<file path="src/rtl/hazard_scoreboard.sv">
// Hazard scoreboard for D: tracks in-flight GRF writes, raises the D stall and reports the forwarding slot.
// Optional feature: define HAZARD_FORWARDING_EN for the forwarding-aware hazard rule and live fwd outputs.

module hazard_src_lookup #(
  parameter int STAGES = 3,
  parameter int RW     = 5,
  parameter int SW     = $clog2(STAGES+1)
) (
  input  logic [STAGES-1:0]         i_vld,
  input  logic [STAGES-1:0][RW-1:0] i_dst,
  input  logic [STAGES-1:0][SW-1:0] i_rdy,
  input  logic [RW-1:0]             i_src,
  input  logic [SW-1:0]             i_use,
  input  logic                      i_req,
  output logic                      o_haz,
  output logic                      o_hit,
  output logic [SW-1:0]             o_slot
);
  localparam logic [SW-1:0] LAST = SW'(STAGES-1);

  logic          w_found;
  logic [SW-1:0] w_k;
  logic [SW-1:0] w_rdy;

  // Scan oldest to youngest so the lowest matching slot wins.
  always_comb begin
    w_found = 1'b0;
    w_k     = '0;
    w_rdy   = '0;
    for (int k = STAGES-1; k >= 0; k--) begin
      if (i_req && i_src != '0 && i_vld[k] && i_dst[k] == i_src) begin
        w_found = 1'b1;
        w_k     = SW'(k);
        w_rdy   = i_rdy[k];
      end
    end
  end

`ifdef HAZARD_FORWARDING_EN
  // The oldest slot is always forwardable thanks to GRF write-through.
  assign o_haz  = w_found && (w_k != LAST) &&
                  (({1'b0, w_k} + {1'b0, i_use}) < {1'b0, w_rdy});
  assign o_hit  = w_found && ((w_k == LAST) || (w_k >= w_rdy));
  assign o_slot = w_found ? (w_k + SW'(1)) : '0;
`else
  logic w_unused;
  assign w_unused = ^{i_use, i_rdy, w_rdy};
  assign o_haz  = w_found && (w_k != LAST);
  assign o_hit  = 1'b0;
  assign o_slot = '0;
`endif
endmodule

module hazard_scoreboard #(
  parameter int STAGES = 3,
  parameter int RW     = 5,
  parameter int SW     = $clog2(STAGES+1)
) (
  input  logic          clk,
  input  logic          reset_n,
  input  logic          issueValid,
  input  logic          hold,
  input  logic [RW-1:0] dest,
  input  logic [SW-1:0] readyAt,
  input  logic [RW-1:0] src1,
  input  logic [RW-1:0] src2,
  input  logic [SW-1:0] use1,
  input  logic [SW-1:0] use2,
  input  logic          req1,
  input  logic          req2,
  output logic          stall,
  output logic          fwdHit1,
  output logic          fwdHit2,
  output logic [SW-1:0] fwdSlot1,
  output logic [SW-1:0] fwdSlot2,
  output logic [31:0]   stallCount
);
  logic [STAGES-1:0]         r_vld;
  logic [STAGES-1:0][RW-1:0] r_dst;
  logic [STAGES-1:0][SW-1:0] r_rdy;
  logic [31:0]               r_stallCount;

  logic [1:0][RW-1:0] w_src;
  logic [1:0][SW-1:0] w_use;
  logic [1:0]         w_req;
  logic [1:0]         w_haz;
  logic [1:0]         w_hit;
  logic [1:0][SW-1:0] w_slot;

  assign w_src = {src2, src1};
  assign w_use = {use2, use1};
  assign w_req = {req2, req1};

  for (genvar g = 0; g < 2; g++) begin : g_src
    hazard_src_lookup #(.STAGES(STAGES), .RW(RW), .SW(SW)) u_lookup (
      .i_vld  (r_vld),
      .i_dst  (r_dst),
      .i_rdy  (r_rdy),
      .i_src  (w_src[g]),
      .i_use  (w_use[g]),
      .i_req  (w_req[g]),
      .o_haz  (w_haz[g]),
      .o_hit  (w_hit[g]),
      .o_slot (w_slot[g])
    );
  end

  assign stall      = |w_haz;
  assign fwdHit1    = w_hit[0];
  assign fwdHit2    = w_hit[1];
  assign fwdSlot1   = w_slot[0];
  assign fwdSlot2   = w_slot[1];
  assign stallCount = r_stallCount;

  // A stalled D instruction enters E as a bubble; hold freezes everything.
  always_ff @(posedge clk or negedge reset_n) begin
    if (!reset_n) begin
      r_vld        <= '0;
      r_dst        <= '0;
      r_rdy        <= '0;
      r_stallCount <= '0;
    end else if (!hold) begin
      for (int k = STAGES-1; k >= 1; k--) begin
        r_vld[k] <= r_vld[k-1];
        r_dst[k] <= r_dst[k-1];
        r_rdy[k] <= r_rdy[k-1];
      end
      r_vld[0] <= issueValid && !stall && (dest != '0);
      r_dst[0] <= dest;
      r_rdy[0] <= readyAt;
      if (stall && r_stallCount != 32'hFFFF_FFFF)
        r_stallCount <= r_stallCount + 32'd1;
    end
  end
endmodule

</file>
<file path="config.mk">
export PLATFORM = sky130hd
export DESIGN_NAME = hazard_scoreboard
export DESIGN_NICKNAME = d
export VERILOG_FILES = /design/src/rtl/hazard_scoreboard.sv
export SDC_FILE = /design/constraint.sdc
export NUM_CORES = 1
export LEC_CHECK = 0
export ABC_AREA = 1
export BUFFER_PORTS_ARGS = -buffer_cell sky130_fd_sc_hd__buf_2
export CAP_MARGIN = 10
export CORE_MARGIN = 1.5
export CORE_UTILIZATION = 59
export DETAILED_ROUTE_END_ITERATION = 10
export PLACE_DENSITY = 0.88
export SYNTH_ARGS = -nofsm -noshare
export SYNTH_HDL_FRONTEND = slang
export SYNTH_SLANG_ARGS = --single-unit
</file>
<file path="constraint.sdc">
create_clock -name clk -period 5.6 [get_ports clk]
set_input_delay 1.68 -clock clk [delete_from_list [all_inputs] [get_ports clk]]
set_output_delay 1.68 -clock clk [all_outputs]
set_load 0.005 [all_outputs]
</file>
==> results.md, run 1 <==
- Die area: 5680 um2
- VDD IR max: 110 uV
- Crit path max-delay cell type: buf_2
- Worst r2r dst: stallCount[1]
- Worst Tran Pin Value: 0.975 ns
- Nets: 571
- CTS root buffer: clkbuf_8
- Critical path fanouts, max: 3
- Peak Freq: 0.240 GHz
- Max incr delay on CP: 0.12 ns
- CP endpoint kind: output pin
- Post-DR wirelength/cell: 12.3 um
- Largest net degree at the start of global routing: 45
- Status: complete, no violations
- DP HPWL: 5710 um
- Via/cell ratio: 5.18
- Worst skew pair latency: 0.30 ns
- Area Overhead vs Synth: 12.2%
- DRT iter0 DRCs: 173
- Synth Warn #: 0
- Gpl congestion: 0.956
- Clock sink count: 44
- Final WL: 7560 um
- Max transition margin: 35.0%
- FP Rows: 26
- DR pass1 iterations: 6
- Inserted Clock Buffers: 5
- DRC Markers: 0
- Final period util: 74.6%
- Min Tclk post-route: 4.17 ns
- FF-to-FF path depth: 11
- Pleak: 0.00193 uW
- Clock transition at the registers of the reported paths: 0.08 ns
- Most used DFF post-synth: dfrtp_1
- Initial Utilization: 60.9%
- Number of synthesized flops with an enable pin: 0
- CTS tree: yes
- Setup Buffers After CTS: 0
- Final hold vios: 0
- Synth Register Bits: 44
- Post_cts resized: 0
- Ys async rst share: 100%
- Gr ovfl total: 0
- Total Negative Setup Slacks: 0 ns
- Chip Width: 75.4 um
- Io pins: 66
- Critical path required time: 3.92 ns
- ANT nets after route: 0
- Slew Limit Fails: 0
- Global-route wire length before repair: 12600 um
- Core region area: 5070 um2
- Chip height: 75.4 um
- Sequential share of the synthesized area: 35.6%
- Kind of critical path: input port to output pin
- Cell Area, Synth: 3090 um2
- Hold Crit Depth: 2
- Total GRT Usage: 29.0%
- Total power: 702 uW
- Clock Tree Buf Depth: 2
- Port Buffers: 53
- Max cap viols: 0
- Flop2flop setup slack: 3.21 ns
- Crit path DAT: 2.49 ns
- CP cell instances: buf_2 > inv_1 > nand2_1 > nand2_1 > nor2_1 > nand3_1 > nand2_1 > nand2_1 > nand2_2 > buf_2
- Vias post-DR: 3182
- Share of cells above drive strength 1: 13.1%
- Number of global-route vias before repair: 2886
- RSZ-0062 raised after global routing: no
- CP Launch Type: input port
- Crit Reg-Reg Startpoint: stallCount[0]
- Most frequent CP cell: nand2_1
- Worst Hold Class: register to register
- Fin cells: 614
- CTS H-tree lvls: 2
- Crit path launch: src1[0]
- Critical path destination: stall
- Syn_area_per_cell: 6.25 um2
- Placed cell count: 606
- PwrDens: 203 nW/um2
- Post-synthesis cell type count: 24
- Skew final: 0.00872 ns
- Cells after synthesis: 495
- Setup Viol. Count Final: 0
- Number of diodes: 0
- Antenna violations before repair: 0
- # hold bufs at CTS: 0
-- cells in the final DEF, fill, tap and decap left out --
cell,Yosys,layout
xnor2_1,4,4
conb_1,1,6
inv_1,38,38
xor2_1,11,11
nand3b_1,12,12
o22ai_1,1,1
dfrtp_1,44,44
nand2_2,2,2
clkbuf_8,0,5
nand4_1,5,5
nand3_1,45,45
inv_2,2,2
ha_1,1,1
bufinv_16,0,1
clkinvlp_4,0,1
buf_2,4,53
nand2_4,1,1
nand2_1,228,228
inv_6,0,1
buf_4,6,1
nor2_1,61,61
nor3_1,3,3
nand3_2,1,1
o21ai_0,14,14
nor2_2,3,3
-- cells in the mapped netlist, types with 3 or more instances --
cell	count	area, um2
nor2_2	3	18.8
nor3_1	3	15.0
nor2_1	61	229
nand3_1	45	225
nand3b_1	12	90.1
buf_4	6	45.0
dfrtp_1	44	1100
o21ai_0	14	70.1
xnor2_1	4	35.0
xor2_1	11	96.3
buf_6	3	33.8
inv_1	38	143
buf_2	4	20.0
nand4_1	5	31.3
clkbuf_1	3	11.3
nand2_1	228	856
-- logic make-up (layout without fill, tap and decap cells) --
logic type | count (synthesis) | after routing | share of synthesized area, %
simple gates | 361 | 361 | 48.5
buf+inv | 58 | 102 | 8.66
flops | 44 | 44 | 35.6
compound gates | 15 | 15 | 2.47
xor+xnor | 15 | 15 | 4.25
fa+ha+maj | 1 | 1 | 0.405
other cells | 1 | 6 | 0.121
-- sequential cells by signal, summed over array words and instances, names as in the netlist --
name	count
r_dst	10
r_vld	2
stallCount	32
-- per-stage QoR --
| stage | utilization [%] | setup slack, ns | cell area, um2 | hold slack (ns) |
|---|---|---|---|---|
| floorplan | - | 1.52 | 3110 | 0.472 |
| global placement | 66.1 | 1.42 | 3350 | 0.487 |
| detailed placement | 66.1 | 1.43 | 3350 | 0.503 |
| CTS | 68.3 | 1.43 | 3470 | 0.522 |
| global route | 68.3 | 1.29 | 3470 | 0.575 |
| finish | 68.3 | 1.43 | 3470 | 0.523 |
-- final cells by class --
type | count | area, um2
Clock buffer | 5 | 68.8
Clock inverter | 3 | 46.3
Timing Repair Buffer | 54 | 273
Multi-Input combinational cell | 398 | 1740
Fill cell | 480 | 1610
Inverter | 40 | 150
Sequential cell | 44 | 1100
Tap cell | 70 | 87.6
-- worst min path at each step --
stage / startpoint / to
2_1_floorplan: r_dst[5] / r_dst[5]
3_3_place_gp: r_dst[5] / r_dst[5]
3_5_place_dp: r_dst[5] / r_dst[5]
4_1_cts: r_dst[5] / r_dst[5]
5_1_grt: r_dst[5] / r_dst[5]
6_report: r_dst[5] / r_dst[5]
-- critical path: cells and delay by family --
kind                   cells  cell delay [ns]
AND/OR/NAND/NOR            7             0.50
buffers and inverters      3             0.30
-- metal layers --
layer | global-route usage (%) | part of all wire, % | vias to the layer above
met5 | 0 | 0 | -
met4 | 9.13 | 1.7 | 0
met3 | 3.97 | 6.6 | 14
met2 | 48.6 | 48 | 121
met1 | 39.1 | 44 | 1431
li1 | - | - | 1616
-- where the power goes --
| group | internal, uW | switching [uW] |
|---|---|---|
| clock | 134 | 115 |
| sequential | 334 | 20.3 |
| combinational | 34.1 | 65.2 |
Power figures use the tool's default switching activity.
==> run 2, diff against run 1 <==
--- a/config.mk
+++ b/config.mk
@@ -9,9 +9,9 @@
 export BUFFER_PORTS_ARGS = -buffer_cell sky130_fd_sc_hd__buf_2
 export CAP_MARGIN = 10
 export CORE_MARGIN = 1.5
-export CORE_UTILIZATION = 59
+export CORE_UTILIZATION = 50
 export DETAILED_ROUTE_END_ITERATION = 10
-export PLACE_DENSITY = 0.88
+export PLACE_DENSITY = 0.8
 export SYNTH_ARGS = -nofsm -noshare
 export SYNTH_HDL_FRONTEND = slang
 export SYNTH_SLANG_ARGS = --single-unit
==> constraint.sdc (replaced) <==
create_clock -name clk -period 3.8 [get_ports clk]
set_input_delay 1.14 -clock clk [delete_from_list [all_inputs] [get_ports clk]]
set_output_delay 1.14 -clock clk [all_outputs]
set_load 0.005 [all_outputs]
==> run 2 against run 1 <==
Compared with the run above: power rose by 39%; critical path type unchanged; non-clock buffer count did not move; critical endpoint unchanged; core utilization down 10 points; sequential power is 47% higher.
==> results.md, run 2 (same netlist as run 1, synthesis figures left out) <==
- WHS: 0.534 ns (+0.0118 ns)
- Clock transition at the registers of the reported paths: 0.09 ns (about the same)
- FILL cells: 588 (+23%)
- Crit path max-delay cell type: nor2_1
- Total GRT Usage: 24.7% (-4.3 points)
- Final hold vios: 0 (unchanged)
- Min Tclk post-route: 3.13 ns
- Antenna violations before repair: 0 (unchanged)
- Critical path buffers and inverters: 3 (unchanged)
- WP depth: 10 (unchanged)
- Top Metal Used: met4
- RSZ-0062 raised after global routing: no
- Post-DR wirelength/cell: 12.3 um (+0.18%)
- Io pins: 66 (unchanged)
- CTS tree: yes
- Final core occ: 58.0% (-10 points)
- Peak Freq: 0.320 GHz
- Skew final: 0.00943 ns (+0.000712 ns)
- Max transition margin: 34.0% (-1.0 points)
- Share of cells above drive strength 1: 13.1% (unchanged)
- Final WL: 7640 um (+0.99%)
- Slew Limit Fails: 0 (unchanged)
- Clock sink count: 44 (unchanged)
- Inserted Clock Buffers: 5 (unchanged)
- Number of diodes: 0 (unchanged)
- Global-route wire length before repair: 12700 um (+0.55%)
- Kind of critical path: input port to output pin
- Setup ws final: 0.672 ns (-0.753 ns)
- Worst Tran Pin Value: 0.990 ns (+0.0153 ns)
- CP delay by family, top: simple AND/OR/NAND/NOR gates
- Setup Buffers After CTS: 0 (unchanged)
- Port Buffers: 53 (unchanged)
- Crit path DAT: 1.99 ns (-0.50 ns)
- Wl on met1: 3500 um (+5.1%)
- DRC Markers: 0 (unchanged)
- Critical path fanouts, max: 3 (unchanged)
- DRT iter0 DRCs: 180 (+4.0%)
- Flop2flop setup slack: 1.37 ns (-1.84 ns)
- DP HPWL: 5730 um (+0.27%)
- CP cell instances: buf_2 > inv_1 > nand2_1 > nand2_1 > nor2_1 > nand3_1 > nand2_1 > nand2_1 > nand2_2 > buf_2
- Pleak: 0.00191 uW (-0.75%)
- CTS H-tree lvls: 2 (unchanged)
- # hold bufs at CTS: 0 (unchanged)
- Most frequent cells in the layout: nand2_1, nor2_1, buf_2
- Via/cell ratio: 5.10 (-1.6%)
- Core region area: 5960 um2 (+17%)
- Worst skew pair latency: 0.30 ns (about the same)
- VDD IR max: 234 uV (+110%)
- Gpl congestion: 0.901 (-5.7%)
- Clock Tree Buf Depth: 2 (unchanged)
- Max cap viols: 0 (unchanged)
- Die area: 6660 um2 (+17%)
- Hold Crit Depth: 2 (unchanged)
- Final period util: 82.3%
- FP Rows: 28 (+7.7%)
- Worst Hold Class: register to register
- Nets: 571 (unchanged)
- Chip Width: 81.6 um (+8.3%)
- Max incr delay on CP: 0.14 ns (+0.02 ns)
- Initial Utilization: 51.9% (-9.0 points)
- ANT nets after route: 0 (unchanged)
- Critical path required time: 2.66 ns (-1.26 ns)
- CTS root buffer: clkbuf_8
- Largest net degree at the start of global routing: 45 (unchanged)
- Area Overhead vs Synth: 11.7%
- Status: complete, no violations
- Number of global-route vias before repair: 2909 (+0.80%)
- Chip height: 81.6 um (+8.3%)
- FF-to-FF path depth: 11 (unchanged)
- Place WS: 0.665 ns (-0.767 ns)
- CP Launch Type: input port
- Post_cts resized: 0 (unchanged)
- Met2 wire len: 3570 um (-0.78%)
- Vias post-DR: 3156 (-0.82%)
- PwrDens: 282 nW/um2 (+39%)
- Most frequent CP cell: nand2_1
- DR pass1 iterations: 5 (-1)
- WL met3: 404 um (-19%)
- Setup Viol. Count Final: 0 (unchanged)
- Max reg flops: 32 (unchanged)
- Total Negative Setup Slacks: 0 ns (unchanged)
- Most common cell after layout, fill and taps aside: nand2_1
- CP endpoint kind: output pin
- Gr ovfl total: 0 (unchanged)
==> run 2: cell types whose count changed in the layout (fill, tap and decap cells not counted) <==
cell,before,now
bufinv_16,1,0
clkinv_4,0,1
clkinvlp_4,1,2
inv_6,1,0
==> run 2: final timing paths <==
check	endpoint	start
min in group asynchronous	stallCount[23]	reset_n
hold / removal	r_dst[5]	r_dst[5]
max in group asynchronous	stallCount[7]	reset_n
hold reg to reg	r_dst[5]	r_dst[5]
setup / recovery	stall	src2[2]
setup reg to reg	stallCount[0]	stallCount[0]
==> run 2: worst register-to-register path, stage by stage (launching register included) <==
cell	delay [ns]
dfrtp_1	0.47
ha_1	0.29
nand3_2	0.14
inv_2	0.08
nand2_2	0.10
nor2_2	0.07
nand3b_1	0.10
nand2_1	0.07
inv_2	0.44
nand2_4	0.34
nand2_1	0.17
nand2_1	0.05
==> run 2: final cells by class <==
class | instances | area [um2] | share of cell area [%]
sequential | 44 | 1100 | 31.9
timing repair buffer | 54 | 273 | 7.90
multi-input combinational | 398 | 1740 | 50.5
clock inverter | 3 | 23.8 | 0.689
tap | 75 | 93.8 | 2.72
clock buffer | 5 | 68.8 | 1.99
inverter | 40 | 150 | 4.35
==> run 2: metrics by stage <==
stage | instances | instance area, um2 | total power [uW]
after global placement | 611 | 3360 | 669
after CTS | 619 | 3450 | 980
final | 619 | 3450 | 974
after global routing | 619 | 3450 | 1020
after detailed placement | 611 | 3360 | 675
after floorplan | 500 | 3110 | 623
==> run 2: routing by layer <==
layer	up-vias	track usage (%)
met2	96	42.5
met3	13	3.89
met1	1424	31.5
met5	-	0
met4	0	8.64
li1	1623	-
==> run 2: power breakdown <==
| part | leakage [uW] | total, uW | internal, uW | switching (uW) |
|---|---|---|---|---|
| Sequential | 0.000593 | 522 | 492 | 30.8 |
| Combinational | 0.00128 | 144 | 49.6 | 94.6 |
| Clock | 0.0000404 | 307 | 130 | 177 |
| Total | 0.00191 | 974 | 672 | 302 |
